===== config.mk =====
export PLATFORM = sky130hd
export DESIGN_NAME = delay_scheduler_flat
export DESIGN_NICKNAME = d
export VERILOG_FILES = /design/src/rtl/delay_scheduler_pkg.sv /design/src/rtl/delay_scheduler_if.sv /design/src/rtl/delay_req_fifo.sv /design/src/rtl/delay_scheduler.sv /design/src/flat_wrapper.sv
export SDC_FILE = /design/constraint.sdc
export NUM_CORES = 1
export LEC_CHECK = 0
export ABC_AREA = 1
export BUFFER_PORTS_ARGS = -buffer_cell sky130_fd_sc_hd__buf_4
export CAP_MARGIN = 15
export CORE_MARGIN = 2
export CORE_UTILIZATION = 56
export DETAILED_ROUTE_END_ITERATION = 8
export GPL_TIMING_DRIVEN = 0
export PLACE_DENSITY_LB_ADDON = 0.1
export SYNTH_ARGS = -nofsm -noshare
export SYNTH_HDL_FRONTEND = slang
export SYNTH_SLANG_ARGS = --single-unit

===== constraint.sdc =====
create_clock -name clk -period 2.7 [get_ports clk]
set_input_delay 0.27 -clock clk [delete_from_list [all_inputs] [get_ports clk]]
set_output_delay 0.27 -clock clk [all_outputs]
set_load 0.03 [all_outputs]

===== src/rtl/delay_scheduler_pkg.sv =====
// Shared types for the delay scheduler: FSM state encoding and the queued request layout.
package delay_sched_pkg;

    localparam int ENTRY_DELAY_W = 8;
    localparam int ENTRY_TAG_W   = 2;

    typedef enum logic [1:0] {
        ST_IDLE  = 2'd0,
        ST_LOAD  = 2'd1,
        ST_COUNT = 2'd2,
        ST_DONE  = 2'd3
    } sched_state_t;

    // Field order matches the {delay, tag} packing stored in the request queue.
    typedef struct packed {
        logic [ENTRY_DELAY_W-1:0] delay;
        logic [ENTRY_TAG_W-1:0]   tag;
    } req_entry_t;

endpackage


===== src/rtl/delay_scheduler_if.sv =====
// Request, counter-control and completion signals of the delay scheduler.
// master = requester/counter side, slave = scheduler.
interface delay_scheduler_if #(
    parameter int WIDTH = 8,
    parameter int TAG_W = 2
);
    logic             req_valid;
    logic             req_ready;
    logic [WIDTH-1:0] req_delay;
    logic [TAG_W-1:0] req_tag;
    logic             tick;
    logic [WIDTH-1:0] cnt_x;
    logic             cnt_load;
    logic             cnt_en;
    logic [WIDTH-1:0] cnt_y;
    logic             done_valid;
    logic [TAG_W-1:0] done_tag;
    logic             busy;

    modport master (
        output req_valid, req_delay, req_tag, tick, cnt_y,
        input  req_ready, cnt_x, cnt_load, cnt_en, done_valid, done_tag, busy
    );

    modport slave (
        input  req_valid, req_delay, req_tag, tick, cnt_y,
        output req_ready, cnt_x, cnt_load, cnt_en, done_valid, done_tag, busy
    );
endinterface


===== src/rtl/delay_req_fifo.sv =====
// Request queue: DEPTH-entry circular buffer; pointers carry a wrap bit to tell full from empty.
// Zero-latency head read; push ignored when full, pop ignored when empty.
module delay_req_fifo #(
    parameter int DATA_W = 10,
    parameter int DEPTH  = 4
) (
    input  logic              clk,
    input  logic              reset,
    input  logic              push,
    input  logic [DATA_W-1:0] push_data,
    input  logic              pop,
    output logic [DATA_W-1:0] pop_data,
    output logic              full,
    output logic              empty
);
    localparam int AW = $clog2(DEPTH);

    logic [DATA_W-1:0] mem [DEPTH];
    logic [AW:0]       wr_ptr;
    logic [AW:0]       rd_ptr;
    logic              do_push;
    logic              do_pop;

    assign empty    = (wr_ptr == rd_ptr);
    assign full     = (wr_ptr[AW] != rd_ptr[AW]) && (wr_ptr[AW-1:0] == rd_ptr[AW-1:0]);
    assign pop_data = mem[rd_ptr[AW-1:0]];
    assign do_push  = push && !full;
    assign do_pop   = pop && !empty;

    always_ff @(posedge clk or posedge reset) begin
        if (reset) begin
            wr_ptr <= '0;
            rd_ptr <= '0;
        end else begin
            if (do_push) wr_ptr <= wr_ptr + 1'b1;
            if (do_pop)  rd_ptr <= rd_ptr + 1'b1;
        end
    end

    always_ff @(posedge clk) begin
        if (do_push) mem[wr_ptr[AW-1:0]] <= push_data;
    end

endmodule


===== src/rtl/delay_scheduler.sv =====
// Queues {delay, tag} requests and runs each through an external count-to-zero counter; DELAY_SCHEDULER_ABORT_EN adds an abort input.
// Done pulses D+4 cycles after accept into an idle block with tick high; req_ready drops only when the queue is full.
module delay_scheduler
    import delay_sched_pkg::*;
#(
    parameter int WIDTH = 8,
    parameter int DEPTH = 4,
    parameter int TAG_W = 2
) (
    input  logic             clk,
    input  logic             reset,
`ifdef DELAY_SCHEDULER_ABORT_EN
    input  logic             abort,
`endif
    delay_scheduler_if.slave sif
);
    sched_state_t             state;
    sched_state_t             state_nxt;
    logic [WIDTH+TAG_W-1:0]   head;
    logic [WIDTH-1:0]         head_delay;
    logic [TAG_W-1:0]         head_tag;
    logic                     q_full;
    logic                     q_empty;
    logic                     push;
    logic                     pop;
    logic [TAG_W-1:0]         act_tag;
    logic [WIDTH-1:0]         cnt_x_q;
    logic                     load;
    logic                     en;
    logic                     done;

    // Ready is masked by reset directly so it is low throughout reset and high the cycle it releases.
    assign sif.req_ready = !q_full && !reset;
    assign push          = sif.req_valid && sif.req_ready;
    assign pop           = (state == ST_IDLE) && !q_empty;
    assign head_delay    = head[WIDTH+TAG_W-1:TAG_W];
    assign head_tag      = head[TAG_W-1:0];

    delay_req_fifo #(
        .DATA_W (WIDTH + TAG_W),
        .DEPTH  (DEPTH)
    ) u_fifo (
        .clk       (clk),
        .reset     (reset),
        .push      (push),
        .push_data ({sif.req_delay, sif.req_tag}),
        .pop       (pop),
        .pop_data  (head),
        .full      (q_full),
        .empty     (q_empty)
    );

    always_ff @(posedge clk or posedge reset) begin
        if (reset) begin
            state   <= ST_IDLE;
            act_tag <= '0;
            cnt_x_q <= '0;
        end else begin
            state <= state_nxt;
            // Negated delay is captured at pop so it is already stable during LOAD.
            if (pop) begin
                act_tag <= head_tag;
                cnt_x_q <= -head_delay;
            end
        end
    end

    always_comb begin
        state_nxt = state;
        load      = 1'b0;
        en        = 1'b0;
        done      = 1'b0;
        case (state)
            ST_IDLE: begin
                if (!q_empty) state_nxt = ST_LOAD;
            end
            ST_LOAD: begin
                load      = 1'b1;
                state_nxt = ST_COUNT;
            end
            ST_COUNT: begin
                // Counting stops at zero so the counter never wraps past it.
                if (sif.cnt_y == '0) state_nxt = ST_DONE;
                else                 en        = sif.tick;
            end
            ST_DONE: begin
                done      = 1'b1;
                state_nxt = ST_IDLE;
            end
            default: state_nxt = ST_IDLE;
        endcase
`ifdef DELAY_SCHEDULER_ABORT_EN
        if (abort && (state == ST_LOAD || state == ST_COUNT)) begin
            state_nxt = ST_IDLE;
            load      = 1'b0;
            en        = 1'b0;
        end
`endif
    end

    assign sif.cnt_x      = cnt_x_q;
    assign sif.cnt_load   = load;
    assign sif.cnt_en     = en;
    assign sif.done_valid = done;
    assign sif.done_tag   = done ? act_tag : '0;
    assign sif.busy       = (state != ST_IDLE) || !q_empty;

endmodule


===== src/flat_wrapper.sv =====
// flat-port wrapper written by rule: the top's interface ports become plain ports
module delay_scheduler_flat import delay_sched_pkg::*;
#(
    parameter int WIDTH = 8,
    parameter int DEPTH = 4,
    parameter int TAG_W = 2
)
  (clk, reset, sif_req_valid, sif_req_delay, sif_req_tag, sif_tick, sif_cnt_y, sif_req_ready, sif_cnt_x, sif_cnt_load, sif_cnt_en, sif_done_valid, sif_done_tag, sif_busy);
  delay_scheduler_if #(.WIDTH(WIDTH), .TAG_W(TAG_W)) sif_i ();
  input  logic clk;
  input  logic reset;
  input wire logic [$bits(sif_i.req_valid)-1:0] sif_req_valid;
  input wire logic [$bits(sif_i.req_delay)-1:0] sif_req_delay;
  input wire logic [$bits(sif_i.req_tag)-1:0] sif_req_tag;
  input wire logic [$bits(sif_i.tick)-1:0] sif_tick;
  input wire logic [$bits(sif_i.cnt_y)-1:0] sif_cnt_y;
  output wire logic [$bits(sif_i.req_ready)-1:0] sif_req_ready;
  output wire logic [$bits(sif_i.cnt_x)-1:0] sif_cnt_x;
  output wire logic [$bits(sif_i.cnt_load)-1:0] sif_cnt_load;
  output wire logic [$bits(sif_i.cnt_en)-1:0] sif_cnt_en;
  output wire logic [$bits(sif_i.done_valid)-1:0] sif_done_valid;
  output wire logic [$bits(sif_i.done_tag)-1:0] sif_done_tag;
  output wire logic [$bits(sif_i.busy)-1:0] sif_busy;
  assign sif_i.req_valid = sif_req_valid;
  assign sif_i.req_delay = sif_req_delay;
  assign sif_i.req_tag = sif_req_tag;
  assign sif_i.tick = sif_tick;
  assign sif_i.cnt_y = sif_cnt_y;
  assign sif_req_ready = sif_i.req_ready;
  assign sif_cnt_x = sif_i.cnt_x;
  assign sif_cnt_load = sif_i.cnt_load;
  assign sif_cnt_en = sif_i.cnt_en;
  assign sif_done_valid = sif_i.done_valid;
  assign sif_done_tag = sif_i.done_tag;
  assign sif_busy = sif_i.busy;
  delay_scheduler #(.WIDTH(WIDTH), .DEPTH(DEPTH), .TAG_W(TAG_W)) u_core (.clk(clk), .reset(reset), .sif(sif_i));
endmodule

==> impl_results.md, run 1 <==
- Status: finished, final reports clean
- P_int: 2160 µW
- Tcrit/Tclk final: 0.852
- Final Routed Wirelength: 4790 µm
- Final setup viols: 0
- DRT Pass-1 Iters: 4
- Die area: 5220 µm²
- Hold crit path type: in -> async
- R2R Setup Slk: 400 ps
- Num CTS Buffers: 9
- Crit Path Class: reg -> reg
- Row Count: 24
- Post-synthesis instance area: 2610 µm²
- Post-synthesis cell count: 252
- Top cell type's share of synthesized area: 0.461
- Initial Util: 0.590
- Post-CTS setup buffer count: 0
- R2R depth: 6
- TritonCTS clock tree: done
- RSZ-0062 raised after global routing: false
- Tmin final: 2300 ps
- Grt ovf: 0
- Worst EP arrival: 2260 ps
- Setup WS post-layout: 401 ps
- Share of cells above drive strength 1: 0.224
- Cell accounting for the most synthesized area: edfxtp_1
- Placer Congestion: 0.786
- Syn_area_per_cell: 10.3 µm²
- DP Worst Slack: 59.6 ps
- Peak VDD IR: 0.476 mV
- Final nets: 331
- Detailed Place HPWL: 3220 µm
- Die X: 72.2 µm
- Area growth syn-to-layout: 20.0%
- Seq cells post-synth: 58
- Critical-path maximum fanout: 10
- Max cap viols: 0
- Leak: 0.00140 µW
- I/O Buffers: 36
- First-pass GRT wire length: between 8000 and 9000 µm
- PD cells: about 1200 nW/µm²
- Reg-to-reg critical path endpoint: u_core.u_fifo.mem[2][7]
- Clk_skew: about 6.0 ps
- PostCTS Resize Cnt: 0
- Setup TNS: 0 ps
- Worst-path clk slew: 70 ps
- Slew @ Worst Pin: 960 ps
- Vias: 1,818
- Final hold vios: 0
- Switch Pwr: between 1500 and 2000 µW
- Nature of the critical path startpoint: flip-flop
- Post-route ant nets: 0
- Post-CTS Hold Buffers: 0
- Largest net degree at the start of global routing: 20
- Sequential share of the synthesized area: 0.634
- Maximum level of the CTS H-tree: 3
- Die Ht: approximately 72 µm
- Wire length per cell: between 10 and 15 µm
- Critical path data required time: about 2700 ps
- Fin Hold WS: 25.5 ps
- Placeable Area: between 4000 and 5000 µm²
- Sequential share of power: 0.355
- Worst-Skew Late Latency: 340 ps
- Proportion of power drawn by the clock network: 0.207
- Diodes inserted: 0
- GRT Util Overall: 0.220
- Switching share of power: 0.410
- Yosys cell types: 22
- CTS Buffer Depth: 2
- Relative slew slack: 0.357
- Detailed Route Iter0 Violations: 97
- Drt drc: 0
- # fillers: 347
- Worst Setup End Kind: flip-flop
- Vias per std cell: between 5 and 6
- Max-slew violation count: 0
- Largest cells by area after synthesis: edfxtp_1 (46%), dfrtp_1 (17%), nand2_1 (10%)
- Comb pwr share: 0.438
- Root buffer cell: clkbuf_8
- I/O pins: 37
- Antenna violations before repair: 0
- Num Clock Sinks: 58
- Number of global-route vias before repair: 1,843
- Fmax: 435 MHz
- Reg-to-reg critical path startpoint: u_core.u_fifo.wr_ptr[2]
- Synth warn: 0
- Post-synthesis net count: 284
-- power groups by stage --
stage               sequential (µW)  combinational, µW  clock, µW
floorplan                      1400               1060          0
global placement               1310               1550          0
detailed placement             1320               1590          0
CTS                            1300               1610        765
global route                   1320               1830        811
finish                         1300               1600        758
-- placed cells by master, fill, tap and decap left out --
cell        netlist  final
a21oi_1           3      3
a31oi_1           2      2
buf_2             6      6
buf_4             1     37
buf_6             1      1
bufinv_16         0      1
clkbuf_1          0      1
clkbuf_8          0      9
clkinv_2          0      4
clkinvlp_4        0      1
dfrtp_1          18     18
edfxtp_1         40     40
ha_1             10     10
inv_1            19     19
inv_2             2      2
nand2_1          72     72
nand2_2           4      4
nand3_1          24     24
nand3_2           1      1
nand3b_1          1      1
nand4_1           2      2
nor2_1           26     26
nor2_2            2      2
o21ai_0          10     10
o21bai_1          1      1
xnor2_1           5      5
xor2_1            2      2
-- Yosys cell counts --
master and count:
a21oi_1 3, a31oi_1 2, buf_2 6, buf_4 1, buf_6 1, dfrtp_1 18, edfxtp_1 40, ha_1 10
inv_1 19, inv_2 2, nand2_1 72, nand2_2 4, nand3_1 24, nand3_2 1, nand3b_1 1, nand4_1 2
nor2_1 26, nor2_2 2, o21ai_0 10, o21bai_1 1, xnor2_1 5, xor2_1 2
-- flip-flops by register name, indices dropped and copies added, names as in the netlist --
register	cells
u_core.act_tag	2
u_core.sif.cnt_x	8
u_core.state	2
u_core.u_fifo.mem	40
u_core.u_fifo.rd_ptr	3
u_core.u_fifo.wr_ptr	3
-- kinds of logic (layout without fill, tap and decap cells) --
group / after synthesis / count (layout) / share of synthesized area
AOI/OAI and AO/OA: 16 / 16 / 0.0326
DFF: 58 / 58 / 0.634
and+or+nand+nor: 132 / 132 / 0.213
xor gates and xnor gates: 7 / 7 / 0.0235
adders and majority gates: 10 / 10 / 0.0480
buffers and inverters: 29 / 81 / 0.0490
-- per-stage QoR --
| step | utilization | instances | total power, µW | area [µm²] |
|---|---|---|---|---|
| global route | 0.708 | 356 | 3970 | 3130 |
| finish | 0.708 | 356 | 3660 | 3130 |
| global placement | 0.666 | 340 | 2860 | 2940 |
| CTS | 0.708 | 356 | 3680 | 3130 |
| floorplan | - | 252 | 2460 | 2610 |
| detailed placement | 0.666 | 340 | 2910 | 2940 |
-- routing by layer --
| metal | up-vias | share of wire | track usage |
|---|---|---|---|
| met5 | - | 0 | 0 |
| met2 | 43 | 0.47 | 0.340 |
| met3 | 10 | 0.057 | 0.0625 |
| li1 | 922 | - | - |
| met4 | 0 | 0.020 | 0.111 |
| met1 | 843 | 0.46 | 0.287 |
-- worst max-delay path: stages (launching register included) --
cell	delay, ps
dfrtp_1	410
xnor2_1	210
nand3b_1	140
nand2_1	80
nor2_2	190
inv_1	130
nor2_1	750
-- area by class of cell --
cell class | instances | area, µm² | share of cell area
sequential | 58 | 1650 | 0.528
timing repair buffer | 36 | 270 | 0.0864
tap | 52 | 65.1 | 0.0208
clock buffer | 10 | 128 | 0.0408
buffer | 8 | 48.8 | 0.0156
clock inverter | 6 | 57.6 | 0.0184
multi-input combinational | 165 | 827 | 0.265
inverter | 21 | 78.8 | 0.0252
-- how the worst max path moves through the flow --
stage | startpoint | end | slack (ps) | depth (start not counted)
3_3_place_gp | reset | u_core.u_fifo.mem[2][3] | 130 | 6
2_1_floorplan | reset | u_core.u_fifo.mem[0][0] | 770 | 5
5_1_grt | u_core.u_fifo.wr_ptr[2] | u_core.u_fifo.mem[0][5] | 110 | 6
6_report | u_core.u_fifo.wr_ptr[2] | u_core.u_fifo.mem[2][7] | 400 | 6
4_1_cts | u_core.u_fifo.wr_ptr[2] | u_core.u_fifo.mem[2][2] | 340 | 6
3_5_place_dp | reset | u_core.u_fifo.mem[2][3] | 60 | 6
No activity file was read; power rests on OpenSTA's default activity.
==> run 2, diff against run 1 <==
- ABC_AREA: 1 -> 0
==> run 2 against run 1 <==
Against the previous run: non-clock buffer count is 3 lower; combinational power hardly changed; critical path depth is 1 lower; sequential power hardly changed; clock-buffer cell count stayed put; die area is 0.46% lower; synthesized cell count is 38% lower; total power is 5.1% higher; critical endpoint is now u_core.u_fifo.mem[3][6].
==> impl_results.md, run 2 <==
- Yosys cell types: 33
- Final setup viols: 0
- Post-synthesis instance area: 2590 µm²
- Grt ovf: 0
- Post-CTS setup buffer count: 0
- Commonest non-fill, non-tap cell in the layout: edfxtp_1
- Crit path from: u_core.u_fifo.rd_ptr[0]
- I/O pins: 37
- Worst EP arrival: approximately 2200 ps
- Die X: slightly above 70 µm
- Most frequent cells in the layout: edfxtp_1 (40), buf_4 (37), dfrtp_1 (18)
- Final Routed Wirelength: 4180 µm
- Max-slew violation count: 0
- Setup TNS: 0 ps
- Top cell type's share of synthesized area: 0.463
- TritonCTS clock tree: done
- Placed cell areas: between 2000 and 3000 µm²
- Diodes inserted: 0
- Placeable Area: 4410 µm²
- Vias: roughly 1.4k
- Largest net degree at the start of global routing: 19
- Post-synthesis cell count: 155
- Reg-to-reg critical path endpoint: u_core.u_fifo.mem[3][6]
- Die area: roughly 5200 µm²
- Detailed Place HPWL: 2880 µm
- Synth top cells by count: edfxtp_1 (40), dfrtp_1 (18), ha_1 (10)
- Crit Path Class: reg -> reg
- Wire length per cell: 16.1 µm
- R2R depth: 5
- PD cells: 1220 nW/µm²
- Worst Setup End Kind: flip-flop
- First-pass GRT wire length: 6900 µm
- Critical-path maximum fanout: 11
- Post-synthesis net count: 187
- R2R Setup Slk: 450 ps
- Most common cell in the netlist: edfxtp_1
- Leak: roughly 0.0013 µW
- Antenna violations before repair: 0
- Maximum level of the CTS H-tree: 3
- Die Ht: a little over 70 µm
- DRT Pass-1 Iters: 4
- Initial Util: 0.588
- Root buffer cell: clkbuf_8
- Post-route ant nets: 0
- I/O Buffers: 36
- RSZ-0062 raised after global routing: false
- M2 GR Usage: 0.307
- Status: finished, final reports clean
- Peak VDD IR: 0.743 mV
- EDFF count, synth: 40
- Met3 GRT Util: 0.0736
- Num Clock Sinks: 58
- Placer Congestion: roughly 0.74
- GRT busiest layer: met2
- Worst-path cell chain: buf_6 > buf_12 > xnor2_1 > a311oi_2 > and2_1
- Relative slew slack: 0.536
- Final nets: 234
- Num CTS Buffers: 9
- Sequential share of the synthesized area: 0.637
- Seq cells post-synth: between 50 and 60
- Fin Hold WS: 66.9 ps
- GRT Util Overall: 0.186
- Drt drc: 0
- Critical Path Max Stage Delay: 580 ps
- Number of global-route vias before repair: 1,457
- Syn_area_per_cell: 16.7 µm²
- Synth warn: 0
- Post-synth ARST share: 0.310
- PostCTS Resize Cnt: 0
- Worst-Skew Late Latency: about 330 ps
- Nature of the critical path startpoint: flip-flop
- Final core utilization: 0.716
- Clk_skew: 7.26 ps
- Critical path data required time: 2670 ps
- Detailed Route Iter0 Violations: 51
- Reg-to-reg critical path startpoint: u_core.u_fifo.rd_ptr[0]
- Tcrit/Tclk final: 0.832
- Row Count: 24
- Post-CTS Hold Buffers: 0
- Cell accounting for the most synthesized area: edfxtp_1
- CTS Buffer Depth: 2
- Hold crit path type: in -> async
- Area growth syn-to-layout: 21.9%
- Ys flop type: edfxtp_1
- Max cap viols: 0
- Global Route met1 Usage: 0.222
- Tmin final: 2250 ps
- Share of cells above drive strength 1: 0.333
- Vias per std cell: 5.47
- Slew @ Worst Pin: 695 ps
- Largest cells by area after synthesis: edfxtp_1 (46%), dfrtp_1 (17%), mux4_1 (5.1%)
- Final Cell Area: 3160 µm²
- Crit-path slowest cell: and2_1
- Final Power: just under 4000 µW
- Max reg flops: 40
- Worst-path clk slew: 70 ps
- Fmax: about 450 MHz
- Final hold vios: 0
[run 2: where the power goes]
group / switching (µW) / leakage [µW] / internal [µW]
clock: 333 / 0.000112 / 607
combinational: 886 / 0.000584 / 717
sequential: 126 / 0.000579 / 1180
[run 2: logic make-up after synthesis]
kind of cell	after synthesis	synth area share
AND/OR/NAND/NOR	32	0.0772
adder cells (fa/ha/maj)	10	0.0482
XOR/XNOR	12	0.0405
flip-flops	58	0.637
multiplexers	15	0.116
AO/OA/AOI/OAI	14	0.0449
buffers and inverters	14	0.0367
[run 2: area by class of cell]
| class | instances | area, µm² |
|---|---|---|
| sequential | 58 | 1650 |
| fill | 304 | 1250 |
| multi-input combinational | 83 | 847 |
| timing repair buffer | 36 | 270 |
| clock buffer | 10 | 128 |
| clock inverter | 6 | 105 |
| tap | 52 | 65.1 |
| buffer | 5 | 61.3 |
| inverter | 9 | 33.8 |
[run 2: worst max-delay path by stage]
stage | end | slack, ps
after floorplan | u_core.sif.cnt_x[4] | 760
after global placement | u_core.u_fifo.mem[3][6] | 500
after detailed placement | u_core.u_fifo.mem[3][9] | 430
after CTS | u_core.u_fifo.mem[3][0] | 410
after global routing | u_core.u_fifo.mem[3][0] | 320
final | u_core.u_fifo.mem[3][6] | 450
[run 2: metrics by stage]
step           std cells  setup WS (ps)
3_3_place_gp         243            496
3_5_place_dp         243            430
5_1_grt              259            318
6_report             259            455
2_1_floorplan        155            759
4_1_cts              259            407
[run 2: layer usage]
metal  vias up  routed length, µm
met1       688               1780
met2        43               2090
met3         7                258
li1        680                  -
met5         -                  0
met4         0                 54
[run 2: worst max-delay path, delay by kind of cell (launching register included)]
kind / cells / cell delay [ps]
simple gates: 1 / 580
flops: 1 / 390
xor+xnor: 1 / 150
buf+inv: 2 / 280
compound gates: 1 / 470
